## src/rtl/shared_divider_sched.sv

```systemverilog
// shared_divider_sched
//   Two requesters share one restoring divider. A round-robin arbiter picks a
//   requester in IDLE, the operands are captured on the handshake, and the
//   quotient is produced MSB-first, one bit per CALC cycle. The result is held
//   in DONE until the consumer takes it.
//
// Ports
//   clk, rst                  clock, synchronous active-high reset
//   reqK_valid / reqK_ready   request handshake for requester K (ready is combinational)
//   reqK_dividend [M-1:0]     dividend of requester K
//   reqK_divisor  [N-1:0]     divisor of requester K
//   resp_valid / resp_ready   response handshake
//   resp_id                   requester that owns the response
//   quotient [M-N:0]          unsigned quotient (all ones on error)
//   remainder [N-1:0]         unsigned remainder (zero on error)
//   err                       divide-by-zero or quotient overflow
//   busy                      block is not in IDLE
module shared_divider_sched #(
  parameter int M = 8,
  parameter int N = 4
) (
  input  logic         clk,
  input  logic         rst,
  input  logic         req0_valid,
  output logic         req0_ready,
  input  logic [M-1:0] req0_dividend,
  input  logic [N-1:0] req0_divisor,
  input  logic         req1_valid,
  output logic         req1_ready,
  input  logic [M-1:0] req1_dividend,
  input  logic [N-1:0] req1_divisor,
  output logic         resp_valid,
  input  logic         resp_ready,
  output logic         resp_id,
  output logic [M-N:0] quotient,
  output logic [N-1:0] remainder,
  output logic         err,
  output logic         busy
);

  localparam int QW = M - N + 1;
  localparam int IW = (QW > 1) ? $clog2(QW) : 1;

  typedef enum logic [1:0] {
    IDLE = 2'd0,
    CALC = 2'd1,
    DONE = 2'd2
  } state_t;

  state_t        r_state;
  state_t        w_next_state;

  logic          r_last_grant;
  logic          r_id;
  logic [N-1:0]  r_divisor;
  logic [M-1:0]  r_partial;
  logic [QW-1:0] r_quot;
  logic          r_err;
  logic [IW-1:0] r_idx;

  logic          w_idle;
  logic          w_grant;
  logic          w_accept;
  logic [M-1:0]  w_dividend;
  logic [N-1:0]  w_divisor;
  logic [M:0]    w_limit;
  logic          w_acc_err;
  logic [M-1:0]  w_shifted;
  logic          w_fits;

  // Round-robin: a lone requester always wins; on a tie the requester that
  // was not granted last wins. r_last_grant resets to 1 so requester 0 takes
  // the first tie.
  always_comb begin
    w_grant = 1'b0;
    if (req0_valid && req1_valid) begin
      w_grant = ~r_last_grant;
    end else if (req1_valid) begin
      w_grant = 1'b1;
    end
  end

  assign w_idle     = (r_state == IDLE);
  assign req0_ready = !rst && w_idle && !w_grant && req0_valid;
  assign req1_ready = !rst && w_idle &&  w_grant && req1_valid;
  assign w_accept   = req0_ready | req1_ready;

  assign w_dividend = w_grant ? req1_dividend : req0_dividend;
  assign w_divisor  = w_grant ? req1_divisor  : req0_divisor;

  // The quotient only fits in QW bits when dividend < divisor * 2^QW.
  // Concatenation gives divisor << QW at exactly M+1 bits.
  assign w_limit   = {w_divisor, {QW{1'b0}}};
  assign w_acc_err = (w_divisor == '0) || ({1'b0, w_dividend} >= w_limit);

  // Because the overflow case was rejected at accept, divisor << idx never
  // exceeds M bits for any idx <= M-N.
  assign w_shifted = M'(r_divisor) << r_idx;
  assign w_fits    = (w_shifted <= r_partial);

  // Next-state logic
  always_comb begin
    w_next_state = r_state;
    case (r_state)
      IDLE: begin
        if (w_accept) begin
          w_next_state = w_acc_err ? DONE : CALC;
        end
      end
      CALC: begin
        if (r_idx == '0) begin
          w_next_state = DONE;
        end
      end
      DONE: begin
        if (resp_ready) begin
          w_next_state = IDLE;
        end
      end
      default: w_next_state = IDLE;
    endcase
  end

  always_ff @(posedge clk) begin
    if (rst) begin
      r_state <= IDLE;
    end else begin
      r_state <= w_next_state;
    end
  end

  // Datapath: operand capture on accept, one restoring step per CALC cycle.
  always_ff @(posedge clk) begin
    if (rst) begin
      r_last_grant <= 1'b1;
      r_id         <= 1'b0;
      r_divisor    <= '0;
      r_partial    <= '0;
      r_quot       <= '0;
      r_err        <= 1'b0;
      r_idx        <= '0;
    end else if (w_accept) begin
      r_last_grant <= w_grant;
      r_id         <= w_grant;
      r_divisor    <= w_divisor;
      r_err        <= w_acc_err;
      r_idx        <= IW'(M - N);
      if (w_acc_err) begin
        r_quot    <= '1;
        r_partial <= '0;
      end else begin
        r_quot    <= '0;
        r_partial <= w_dividend;
      end
    end else if (r_state == CALC) begin
      r_quot[r_idx] <= w_fits;
      if (w_fits) begin
        r_partial <= r_partial - w_shifted;
      end
      if (r_idx != '0) begin
        r_idx <= r_idx - IW'(1);
      end
    end
  end

  assign resp_valid = (r_state == DONE);
  assign busy       = !w_idle;
  assign resp_id    = r_id;
  assign quotient   = r_quot;
  // The final partial remainder is < divisor, so its low N bits are exact.
  assign remainder  = r_partial[N-1:0];
  assign err        = r_err;

endmodule

```

## config.mk

```make
export PLATFORM = sky130hd
export DESIGN_NAME = shared_divider_sched
export DESIGN_NICKNAME = d
export VERILOG_FILES = /design/src/rtl/shared_divider_sched.sv
export SDC_FILE = /design/constraint.sdc
export NUM_CORES = 1
export LEC_CHECK = 0
export ABC_AREA = 1
export CAP_MARGIN = 5
export CORE_MARGIN = 2
export CORE_UTILIZATION = 50
export CTS_CLUSTER_SIZE = 28
export DETAILED_ROUTE_END_ITERATION = 8
export PLACE_DENSITY = 0.79
export SETUP_SLACK_MARGIN = 0.5
export SLEW_MARGIN = 10
export SYNTH_ARGS = -nofsm -noshare
export SYNTH_HDL_FRONTEND = slang
export SYNTH_SLANG_ARGS = --single-unit
export TNS_END_PERCENT = 20
```

## constraint.sdc

```tcl
create_clock -name clk -period 4.59 [get_ports clk]
set_input_delay 1.377 -clock clk [delete_from_list [all_inputs] [get_ports clk]]
set_output_delay 1.377 -clock clk [all_outputs]
set_load 0.01 [all_outputs]
```

# Word-level counts from Yosys, hierarchy flattened
# Cells that the tools add are included.
# W data, S select, Z words.
dict set report totals {
  output_inout_bits 15
  wordCells 68
  regBits 25
}
dict set report classes {
  n_addsub 2
  order_cmp 4
  mux 22
  eq_ne 5
  n_reduce_logical 23
  bitwise 2
  shift 1
}
# cell n
set ops {}
lappend ops {{$mux W8} 5}
lappend ops {{$mux W5} 3}
lappend ops {{$ge A8 B9 Y1} 1}
lappend ops {{$mux W3} 3}
lappend ops {{$le A8 B8 Y1} 1}
lappend ops {{$mux W2} 4}
lappend ops {{$shl A4 B3 Y8} 1}
lappend ops {{$sub A8 B8 Y8} 1}
lappend ops {{$logic_and A1 B1 Y1} 7}
lappend ops {{$pmux W2 S3} 1}
lappend ops {{$reduce_and A2 Y1} 3}
lappend ops {{$reduce_bool A2 Y1} 3}
lappend ops {{$bwmux W5} 1}
lappend ops {{$logic_not A4 Y1} 1}
lappend ops {{$lt A3 B4 Y1 const B} 1}
lappend ops {{$mux W4} 1}
lappend ops {{$ne A2 B1 Y1 const B} 2}
lappend ops {{$demux W1 S3} 1}
lappend ops {{$ge A3 B1 Y1 const B} 1}
lappend ops {{$logic_not A1 Y1} 3}
lappend ops {{$logic_not A3 Y1} 1}
lappend ops {{$mux W1} 3}
lappend ops {{$reduce_and A3 Y1} 1}
lappend ops {{$reduce_bool A3 Y1} 1}
lappend ops {{other kinds (9)} 9}

# Depth between registers and ports, before layout
# Gate-level depths: netlist of the first run.
dict set report logic_depth {
  ltp_word 8
  depth_mapped 18
}

# Worst setup path before layout of the first run
# Ideal clock, no wire load.
dict set report synth_path {
  path_kind {input -> output}
  startpoint {in rst}
  endpoint {out req0_ready}
  n_path_buf 1
  cell_stages 6
  arrival_time_ns 2.083
  slack_ns 1.130
  cell_sequence {buf_4 -> inv_2 -> nand2_1 -> nor2_2 -> inv_1 -> nor2_1}
}
dict set report synth_via {
  elab_chain_len 4
}
# element line
set synth_lines {}
lappend synth_lines {{start, declared} 23} ;# input logic rst,
lappend synth_lines {{$logic_not A1 Y1} 84} ;# assign req0_ready = !rst && w_idle && !w_grant && req0_valid;
lappend synth_lines {{$logic_and A1 B1 Y1 (3 in series)} 84}
lappend synth_lines {{end, declared} 25} ;# output logic req0_ready,
# Every way passes these cells.

# Worst setup path in the final report of the first run
# Same ends and word-level chain as after synthesis.

==> flow_summary.rst, run 1 <==
.. list-table::
   :header-rows: 1

   * - Metric
     - Value
   * - Largest net degree at the start of global routing
     - 22
   * - Core area
     - 3943 sq um
   * - Final setup fails
     - 0
   * - Multi-input combinational cell area
     - 1269 sq um
   * - Clock latency reported for the late side of the worst-skew pair
     - 0.27 ns
   * - Net count after synthesis
     - 348
   * - Detailed-routing iteration count for the pre-antenna-repair pass
     - 5
   * - Class of the tightest hold or removal check
     - reg -> reg
   * - Number of hold-slack violations in the final timing report
     - 0
   * - Total negative setup slack
     - 0 ns
   * - Most area-consuming cells after synthesis
     - sky130_fd_sc_hd__dfxtp_1 (25%), sky130_fd_sc_hd__nand2_1 (12%), sky130_fd_sc_hd__ha_1 (8.1%)
   * - Clk root buf
     - sky130_fd_sc_hd__clkbuf_8
   * - TritonCTS Buffers
     - 3
   * - Number of diodes added for antenna fixing
     - 0
   * - Mux share of post-synthesis cell area
     - 1.118%
   * - Cells after DPL
     - 387
   * - Synth area leader
     - sky130_fd_sc_hd__dfxtp_1
   * - Fraction of final layout cells with drive strength greater than 1
     - 10.47%
   * - Placement Setup Slack
     - 0.2504 ns
   * - Post-detailed-route via-to-cell ratio
     - 5.256
   * - Worst ir drop on vdd
     - 0.1820 mV
   * - Period utilisation layout
     - 85.58%
   * - Worst R2R Start
     - r_idx[0]$_SDFFE_PP0P_
   * - Initial core utilization
     - 51.09%
   * - Static power due to leakage
     - 1.173 nW
   * - Worst setup SP type
     - primary input
   * - Global-route usage over all layers
     - 23.29%
   * - MaxCap Viol Count
     - 0
   * - Port buffer count
     - 43
   * - Instance count along the most critical hold path
     - 2
   * - Largest fanout on the critical path
     - 2
   * - Count leader, synth
     - sky130_fd_sc_hd__nand2_1
   * - Number of antenna-violating nets in the routed design
     - 0
   * - Weighted congestion at the end of routability-driven global placement
     - slightly below 0.9
   * - Count of flip-flops with a built-in enable after synthesis
     - 0
   * - Number of nets in the layout
     - 388
   * - Arrival @ worst endpoint
     - 2.55 ns
   * - WP data required
     - about 3.2 ns
   * - Floorplan die height
     - 67.48 microns
   * - Capturing element of the worst setup path
     - req0_ready
   * - Share of synthesized area occupied by flip-flops and latches
     - 24.84%
   * - Power density over the cells
     - 331.7 nW/um^2
   * - Overall Power
     - 0.8393 mW
   * - Number of standard cells after synthesis
     - around 310
   * - Main combinational cell family by area after synthesis
     - simple AND/OR/NAND/NOR gates
   * - Type of the worst setup path
     - in -> out
   * - Most common library cells after synthesis
     - sky130_fd_sc_hd__nand2_1 (62), sky130_fd_sc_hd__inv_1 (41), sky130_fd_sc_hd__o21ai_0 (31), sky130_fd_sc_hd__a21oi_1 (29), sky130_fd_sc_hd__nand3_1 (26)
   * - Number of global-route vias before repair
     - 1978
   * - Main synth FF type
     - sky130_fd_sc_hd__dfxtp_1
   * - First DRT Iteration DRCs
     - 105
   * - Element type at the critical path end
     - output pin
   * - Source of the critical timing path
     - rst
   * - Final Critical Period
     - 3.928 ns
   * - Max H-tree Level
     - 1
   * - Clock buffer depth
     - 2
   * - Post-Synthesis Mean Instance Area
     - 6.605 sq um
   * - Least-Margin Pin Slew
     - 0.4127 ns
   * - Count of hold-fix buffers inserted at cts
     - 0
   * - Global-route wire length before repair
     - 8.211 mm
   * - Number of top-level design ports
     - 44
   * - Final slew viol count
     - 0
   * - Fillers
     - 355
   * - Arithmetic-cell share of the synthesized area counting full adders, half adders and majority gates
     - 9.068%
   * - Die outline width
     - 67.48 microns
   * - Post-route non-filler standard cell count
     - 394
   * - Post-Route WL
     - around 4.8 mm
   * - Register-to-register path setup slack
     - between 1 and 1.5 ns
   * - Remaining routing DRC violations
     - 0
   * - Number of antenna violations at the first check in global routing
     - 0
   * - Proportion of synthesized flip-flops having asynchronous set or reset
     - 0%
   * - Setup repair after global routing missed its margin
     - false
   * - Achievable Freq
     - about 250 MHz
   * - Yosys warning total
     - 0
   * - Cell area after technology mapping
     - 2014 sq um
   * - Area growth from synthesis to final layout
     - 25.59%
   * - Relative slew slack
     - 72.38%
   * - Endpoint of the worst register-to-register path
     - r_partial[7]$_SDFFE_PP0P_
   * - Maximum clock skew at final layout
     - 0.003673 ns
   * - Yosys top cell area share
     - 24.84%
   * - Total die area
     - about 4600 sq um
   * - Smallest setup slack after layout
     - 0.6618 ns
   * - Register cell area after layout
     - between 500 and 600 sq um
   * - Synthesis-stage register bit count
     - 25
   * - Result of the run
     - finished, final reports clean
   * - Cell variety after synth
     - 36
   * - Parity-gate share of the synthesized area counting xor and xnor cells
     - under 10%
   * - Standard-cell row count
     - 23
   * - Wire length per cell after detailed routing
     - 12.09 microns
   * - Detailed-route via count
     - 2071
   * - Clock tree from TritonCTS
     - done
   * - Share of synthesized cell area in and, or, nand and nor gates
     - 30.31%
   * - Clock sink total
     - 25
   * - Cells on worst reg2reg path
     - 16
   * - Grt total ovfl
     - 0
   * - Placed wire-length estimate after detailed placement
     - between 3 and 4 mm
   * - Worst-path clk slew
     - ~0.09 ns
   * - Synthesized-area fraction occupied by ao, oa, aoi and oai cells
     - 19.38%
-- layout make-up --
class                      instances  area share (%)
multi-input combinational        220           50.15
sequential                        25           19.78
timing repair buffer              49           18.84
inverter                          46           6.825
tap                               50           2.473
clock buffer                       3           1.632
clock inverter                     1          0.2967
-- cell usage in the layout (no fill, tap or decap), types with 2 or more instances in the layout --
cell | Yosys | layout
sky130_fd_sc_hd__nand2_1 | 62 | 62
sky130_fd_sc_hd__inv_1 | 41 | 41
sky130_fd_sc_hd__clkdlybuf4s50_1 | 0 | 41
sky130_fd_sc_hd__o21ai_0 | 31 | 31
sky130_fd_sc_hd__a21oi_1 | 29 | 29
sky130_fd_sc_hd__nand3_1 | 26 | 26
sky130_fd_sc_hd__dfxtp_1 | 25 | 25
sky130_fd_sc_hd__ha_1 | 13 | 13
sky130_fd_sc_hd__nor2_1 | 12 | 12
sky130_fd_sc_hd__nand2_2 | 7 | 7
sky130_fd_sc_hd__buf_4 | 7 | 6
sky130_fd_sc_hd__xor2_1 | 4 | 4
sky130_fd_sc_hd__or2_2 | 3 | 3
sky130_fd_sc_hd__inv_2 | 3 | 3
sky130_fd_sc_hd__nor2_4 | 1 | 3
sky130_fd_sc_hd__nor2_2 | 5 | 3
sky130_fd_sc_hd__nand4_1 | 3 | 3
sky130_fd_sc_hd__clkbuf_8 | 0 | 3
sky130_fd_sc_hd__nand2_4 | 3 | 2
sky130_fd_sc_hd__nand3b_1 | 2 | 2
sky130_fd_sc_hd__clkinv_1 | 2 | 2
sky130_fd_sc_hd__a31oi_1 | 2 | 2
sky130_fd_sc_hd__o21a_1 | 2 | 2
sky130_fd_sc_hd__nor3_1 | 2 | 2
sky130_fd_sc_hd__o22ai_1 | 2 | 2
sky130_fd_sc_hd__nand3_2 | 2 | 2
-- metrics by stage --
step	util, %	instance area [sq um]	hold WS [ns]
CTS	63.92	2520	0.4999
detailed placement	61.85	2439	0.4821
finish	64.17	2530	0.5054
global placement	61.85	2439	0.4925
global route	64.17	2530	0.5141
floorplan	-	2014	0.4798
-- worst min path at each step --
stage,start,end
after CTS,resp_id$_SDFFE_PP0N_,resp_id$_SDFFE_PP0N_
after floorplan,r_last_grant$_SDFFE_PP1N_,r_last_grant$_SDFFE_PP1N_
after global placement,resp_id$_SDFFE_PP0N_,resp_id$_SDFFE_PP0N_
final,resp_id$_SDFFE_PP0N_,resp_id$_SDFFE_PP0N_
after detailed placement,resp_id$_SDFFE_PP0N_,resp_id$_SDFFE_PP0N_
after global routing,resp_id$_SDFFE_PP0N_,resp_id$_SDFFE_PP0N_
-- logic make-up after synthesis --
kind of cell | after synthesis
adders and majority gates | 14
DFF | 25
and+or+nand+nor | 128
buffers and inverters | 60
xor gates and xnor gates | 5
AOI/OAI and AO/OA | 72
muxes | 1
-- flip-flops by register name, indices dropped and copies added (netlist names) --
name	count
err	1
quotient	5
r_divisor	4
r_idx	3
r_last_grant	1
r_partial	8
r_state	2
resp_id	1
-- critical path, stage by stage --
cell,delay [ns]
sky130_fd_sc_hd__clkdlybuf4s50_1,0.43
sky130_fd_sc_hd__inv_2,0.07
sky130_fd_sc_hd__nand2_1,0.13
sky130_fd_sc_hd__nor2_4,0.14
sky130_fd_sc_hd__inv_1,0.05
sky130_fd_sc_hd__nor2_1,0.07
sky130_fd_sc_hd__dlygate4sd2_1,0.27
-- timing repair --
| item | 4_1_cts | 5_1_grt |
|---|---|---|
| gates resized for setup | 4 | 1 |
| setup buffers | 2 | 1 |
| endpoints found under the setup margin | 2 | 1 |
| gates cloned | 0 | 0 |
| pin swaps | 2 | 1 |
-- per-layer routing --
layer	share of wire (%)	GRT usage [%]	vias up
met5	0	0	-
met1	46	28.47	947
met4	0.63	5.612	0
met2	49	42.03	51
li1	-	-	1071
met3	4.9	4.000	2
-- where the power goes --
part | internal [mW] | switching (mW)
sequential | 0.247 | 0.0238
clock | 0.0616 | 0.0766
combinational | 0.184 | 0.247
total | 0.492 | 0.347
No activity file was read; power rests on OpenSTA's default activity.
==> run 2, diff against run 1 <==
- CORE_MARGIN: 2 -> not set
==> flow_summary.rst, run 2 (synthesis gave the netlist of run 1 again) <==
.. list-table::
   :header-rows: 1

   * - Metric
     - Value
   * - Result of the run
     - finished, final reports clean
   * - Power density over the cells
     - 329.9 nW/um^2 (-0.54%)
   * - Worst ir drop on vdd
     - 0.2395 mV (+32%)
   * - Worst setup SP type
     - primary input
   * - Grt total ovfl
     - 0 (unchanged)
   * - Worst-path clk slew
     - 0.09 ns (about the same)
   * - Placed wire-length estimate after detailed placement
     - 3.795 mm (+1.1%)
   * - Achievable Freq
     - 255.6 MHz (+0.41%)
   * - Number of diodes added for antenna fixing
     - 0 (unchanged)
   * - Number of hold-slack violations in the final timing report
     - 0 (unchanged)
   * - Final setup fails
     - 0 (unchanged)
   * - Final slew viol count
     - 0 (unchanged)
   * - Number of global-route vias before repair
     - 1884 (-4.8%)
   * - Clock sink total
     - 25 (unchanged)
   * - Period utilisation layout
     - 85.23% (-0.35 points)
   * - Global-route wire length before repair
     - 8.245 mm (+0.41%)
   * - Final non-filler cell area
     - 2542 sq um (+0.49%)
   * - Remaining routing DRC violations
     - 0 (unchanged)
   * - Delay of the slowest cell on the worst path
     - 0.44 ns (about the same)
   * - Placement Setup Slack
     - 0.2501 ns (-0.0002290 ns)
   * - Die outline width
     - 65.48 microns (-3.0%)
   * - Setup repair after global routing missed its margin
     - false
   * - TritonCTS Buffers
     - 3 (unchanged)
   * - Top reg by flops
     - r_partial
   * - Standard-cell row count
     - 22 (-4.3%)
   * - Type of the worst setup path
     - in -> out
   * - Smallest setup slack after layout
     - 0.6780 ns (+0.01615 ns)
   * - Most frequent cells in the layout
     - sky130_fd_sc_hd__nand2_1 (62), sky130_fd_sc_hd__inv_1 (41), sky130_fd_sc_hd__clkdlybuf4s50_1 (41)
   * - Clock latency reported for the late side of the worst-skew pair
     - 0.27 ns (about the same)
   * - Total die area
     - 4287 sq um (-5.8%)
   * - Total length of routed met3 wires
     - 166 microns (-29%)
   * - Maximum clock skew at final layout
     - 0.002523 ns (-0.001150 ns)
   * - Cells traversed along the worst timing path
     - clkdlybuf4s50_1, inv_2, nand2_1, nor2_4, inv_1, nor2_1, dlygate4sd2_1
   * - Number of antenna violations at the first check in global routing
     - 0 (unchanged)
   * - Area after DPL
     - 2436 sq um (-0.10%)
   * - Post-Route WL
     - 4.933 mm (+3.5%)
   * - WP data required
     - 3.21 ns (about the same)
   * - Relative slew slack
     - 70.71% (-1.7 points)
   * - Final Critical Period
     - 3.912 ns (-0.01615 ns)
   * - Least-Margin Pin Slew
     - 0.4377 ns (+0.02494 ns)
   * - Number of antenna-violating nets in the routed design
     - 0 (unchanged)
   * - Clk root buf
     - sky130_fd_sc_hd__clkbuf_8
   * - Floorplan die height
     - 65.48 microns (-3.0%)
   * - Weighted congestion at the end of routability-driven global placement
     - 0.9418 (+5.9%)
   * - Port buffer count
     - 43 (unchanged)
   * - Largest fanout on the critical path
     - 2 (unchanged)
   * - Static power due to leakage
     - 1.182 nW (+0.79%)
   * - Global-route usage over all layers
     - 24.76% (+1.5 points)
   * - Instance count along the most critical hold path
     - 2 (unchanged)
   * - Utilization of the core after routing
     - 67.42% (+3.2 points)
   * - Initial core utilization
     - 53.42% (+2.3 points)
   * - M1 wire length
     - 2.333 mm (+6.9%)
   * - Max reg flops
     - 8 (unchanged)
   * - Wire length per cell after detailed routing
     - 12.52 microns (+3.5%)
   * - Max H-tree Level
     - 1 (unchanged)
   * - Post-detailed-route via-to-cell ratio
     - 5.208 (-0.92%)
   * - Metal2 WL
     - 2.398 mm (+3.5%)
   * - Fraction of final layout cells with drive strength greater than 1
     - 10.98% (+0.52 points)
   * - Element type at the critical path end
     - output pin
   * - Top layer in use
     - met4
   * - Arrival @ worst endpoint
     - 2.54 ns (about the same)
   * - Cells on worst reg2reg path
     - 16 (unchanged)
   * - Detailed-routing iteration count for the pre-antenna-repair pass
     - 4 (-1)
   * - Clock tree from TritonCTS
     - done
   * - Class of the tightest hold or removal check
     - reg -> reg
   * - Detailed-route via count
     - 2052 (-0.92%)
   * - Number of nets in the layout
     - 390 (+0.52%)
   * - Area growth from synthesis to final layout
     - 26.21%
   * - Core area
     - 3771 sq um (-4.3%)
   * - MaxCap Viol Count
     - 0 (unchanged)
   * - Clock buffer depth
     - 2 (unchanged)
   * - Critical Path Slowest Stage Cell
     - sky130_fd_sc_hd__clkdlybuf4s50_1
   * - Total negative setup slack
     - 0 ns (unchanged)
   * - Fillers
     - 321 (-9.6%)
   * - Largest net degree at the start of global routing
     - 22 (unchanged)
   * - First DRT Iteration DRCs
     - 109 (+3.8%)
   * - Most frequent standard cell in the layout excluding fill and tap cells
     - sky130_fd_sc_hd__nand2_1
   * - Number of top-level design ports
     - 44 (unchanged)
run 2: changes by cell type in the layout (fill, tap and decap cells not counted):
cell / previous run / this run
sky130_fd_sc_hd__buf_4: 6 / 8
run 2: final timing paths:
check                   startpoint                         to  slack (ns)
max                            rst                 req0_ready        0.68
min           resp_id$_SDFFE_PP0N_       resp_id$_SDFFE_PP0N_        0.50
max reg2reg  r_idx[0]$_SDFFE_PP0P_  r_partial[5]$_SDFFE_PP0P_        1.45
min reg2reg   resp_id$_SDFFE_PP0N_       resp_id$_SDFFE_PP0N_        0.50
run 2: final cells by class:
class	instances	area (sq um)	area share (%)
Inverter	46	172.7	6.791
Clock buffer	3	41.29	1.624
Multi-Input combinational cell	220	1269	49.90
Timing Repair Buffer	51	491.7	19.34
Clock inverter	1	7.507	0.2953
Sequential cell	25	500.5	19.69
Tap cell	48	60.06	2.362
run 2: metal layers:
layer	GRT usage (%)	up-vias
met4	6.250	0
met2	44.07	41
li1	-	1075
met3	3.819	4
met5	0	-
met1	30.79	932
run 2: per-stage QoR:
| stage | cells | hold WS, ns | total power, mW |
|---|---|---|---|
| global route | 394 | 0.5278 | 0.9073 |
| floorplan | 305 | 0.4798 | 0.5835 |
| CTS | 392 | 0.5079 | 0.8357 |
| detailed placement | 385 | 0.4897 | 0.6928 |
| finish | 394 | 0.5020 | 0.8389 |
| global placement | 385 | 0.5049 | 0.6828 |
run 2: timing repair:
action / 4_1_cts / 5_1_grt
pin swaps: 2 / 1
hold buffers: 0 / 0
gates cloned: 0 / 0
setup endpoints to repair: 2 / 1
gates resized for setup: 4 / 1
buffers inserted: 3 / 2
run 2: critical path: cells and delay by family:
kind | cells | cell delay [ns]
buffers and inverters | 4 | 0.83
and+or+nand+nor | 3 | 0.34
run 2: where the power goes:
part	internal (mW)	total, mW	switching (mW)	leakage (nW)
Sequential	0.247	0.271	0.0238	0.206
Combinational	0.185	0.430	0.246	0.955
Clock	0.0616	0.138	0.0763	0.0217
==> RTL change, RTL diff (config.mk and constraints of run 1) <==
The parameter `N` goes from 4 to 2.
--- a/src/rtl/shared_divider_sched.sv
+++ b/src/rtl/shared_divider_sched.sv
@@ -17,7 +17,7 @@
 //   busy                      block is not in IDLE
 module shared_divider_sched #(
   parameter int M = 8,
-  parameter int N = 4
+  parameter int N = 2
 ) (
   input  logic         clk,
   input  logic         rst,
Ports: changed (resized quotient, remainder, req0_divisor and req1_divisor); port bits go from 44 to 40. No check against the original RTL was run, so the function may have changed too.
==> RTL change against run 1 <==
  * Non-clock buffer count fell by 4
  * Area after synthesis fell by 4.5%
  * Synthesized cell count rose by 3.3%
  * Power rose by 32%
  * Wire length fell by 7.8%
  * Sequential cell count did not move
  * Design area fell by 5.0%
  * Worst setup slack improved by 38 ps
==> RTL change: results (changes against run 1) <==
syn nets 352 (was 348); Commonest cells post-synth nand2_1 (72), inv_1 (53), a21oi_1 (37) (was nand2_1 (62), inv_1 (41), o21ai_0 (31)); Top FF cell, synth dfxtp_1 (unchanged); asr flop ratio synth 0 (unchanged); relative slew slack 0.6866 (was 0.7238); Filler Cell Count 369 (was 355); Cell Int Power 0.5907 mW (was 0.4920 mW); CTS Buffer Depth 2 (unchanged); CTS buffer count 3 (unchanged); Skew-Pair Late Insertion Delay 270 ps (about the same); DR iter-0 viols 85 (was 105); min-delay src resp_id (unchanged); drt first pass iters 4 (was 5); largest net degree at the start of global routing 24 (was 22); Critical Path Sink Type primary output (unchanged); flop-to-flop setup slack 1690 ps (was 1450 ps); WHS Path Cells 2 (unchanged); Distinct cells, synth 28 (was 36); Storage cell area 500.5 µm² (unchanged); top area cells in the synthesized netlist dfxtp_1 (26%), nand2_1 (14%), inv_1 (10%) (was dfxtp_1 (25%), nand2_1 (12%), ha_1 (8.1%)); pre-CTS setup slack 330.3 ps (was 250.4 ps); R2R cell count 11 (was 16); vias in the first global route 1803 (was 1978); clock transition at the registers of the reported paths 90 ps (about the same); DR vias 1993 (was 2071); WL/cell 10.98 µm (was 12.09 µm); max reg flops 8 (unchanged); Yosys warnings 0 (unchanged); sequential-to-total area share from yosys stat 0.2602 (was 0.2484); Reg-to-Reg End r_partial[6] (was r_partial[7]); crit-path max FO 4 (was 2); worst hold margin 486.9 ps (was 505.4 ps); GRT Util Overall 0.2157 (was 0.2329); r2r startpoint r_idx[0] (unchanged); nets 390 (was 388); layout cells sized above 1 0.06250 (was 0.1047); Leakage Power 1.188 nW (was 1.173 nW); Clock Tree Root clkbuf_8 (unchanged); worst min-delay path category reg2reg (unchanged); clk_skew 3.162 ps (was 3.673 ps); first-pass GRT wire length 7527 µm (was 8211 µm); H-tree depth 1 (unchanged); port bufs 39 (was 43); Hold Path Sink resp_id (unchanged); GP Congestion 0.8860 (was 0.8897); status finished clean (unchanged); crit path DAT 2510 ps (was 2550 ps); VDD IR max 0.2051 mV (was 0.1820 mV); total grt overflow 0 (unchanged); Final HPWL DP 3447 µm (was 3756 µm); # diodes 0 (unchanged); most frequent cell after synthesis nand2_1 (unchanged); initial antenna violation count 0 (unchanged); Biggest register r_partial (unchanged)
## RTL change: stage by stage
stage | instance area [µm²] | util | cells | total power [mW]
after detailed placement | 2322 | 0.6296 | 393 | 0.9658
after floorplan | 1923 | - | 315 | 0.8207
after global routing | 2402 | 0.6513 | 400 | 1.224
final | 2402 | 0.6513 | 400 | 1.109
after CTS | 2377 | 0.6445 | 398 | 1.106
after global placement | 2322 | 0.6296 | 393 | 0.9510
## RTL change: repair_timing
action                     in CTS  in global routing
setup buffers                   1                  2
resized for setup               1                  3
hold buffers                    0                  0
setup endpoints to repair       2                  1
hold endpoints to repair        0                  0
pin swaps                       0                  1
## RTL change: worst max-delay path by stage
stage               slack (ps)  depth (start not counted)       start         end
global route               600                          7         rst  req0_ready
finish                     700                          7         rst  req0_ready
detailed placement         330                          6  req0_valid  req0_ready
global placement           330                          6  req0_valid  req0_ready
floorplan                 1290                          4  req1_valid  req1_ready
CTS                        440                          4  req1_valid  req1_ready
## RTL change: routing by layer
metal | wire length [µm] | up-vias | global-route usage
met4 | 67 | 0 | 0.05102
met5 | 0 | - | 0
li1 | - | 1070 | -
met3 | 191 | 9 | 0.03578
met2 | 2018 | 47 | 0.3624
met1 | 2113 | 867 | 0.2890
## RTL change: area by class of cell
| type | instances | area share |
|---|---|---|
| Multi-Input combinational cell | 221 | 0.4745 |
| Sequential cell | 25 | 0.2083 |
| Timing Repair Buffer | 45 | 0.1828 |
| Inverter | 57 | 0.08906 |
| Tap cell | 48 | 0.02500 |
| Clock buffer | 3 | 0.01719 |
| Clock inverter | 1 | 0.003125 |
## RTL change: critical path: stages
cell	delay (ps)
clkdlybuf4s50_1	430
inv_2	70
nand3_1	110
inv_2	90
nand2_2	80
nor2_1	90
dlygate4sd2_1	270
## RTL change: power groups by stage
stage	combinational (mW)	sequential (mW)	clock [mW]
after floorplan	0.519	0.302	0
after global placement	0.645	0.306	0
after detailed placement	0.658	0.308	0
after CTS	0.662	0.304	0.140
after global routing	0.766	0.310	0.149
final	0.668	0.304	0.137
## RTL change: logic make-up after synthesis
kind of cell | Yosys count | synth area share
adder cells (fa/ha/maj) | 12 | 0.08198
flip-flops | 25 | 0.2602
AO/OA/AOI/OAI | 63 | 0.1685
buffers and inverters | 69 | 0.1496
XOR/XNOR | 2 | 0.009110
multiplexers | 1 | 0.005205
AND/OR/NAND/NOR | 143 | 0.3253
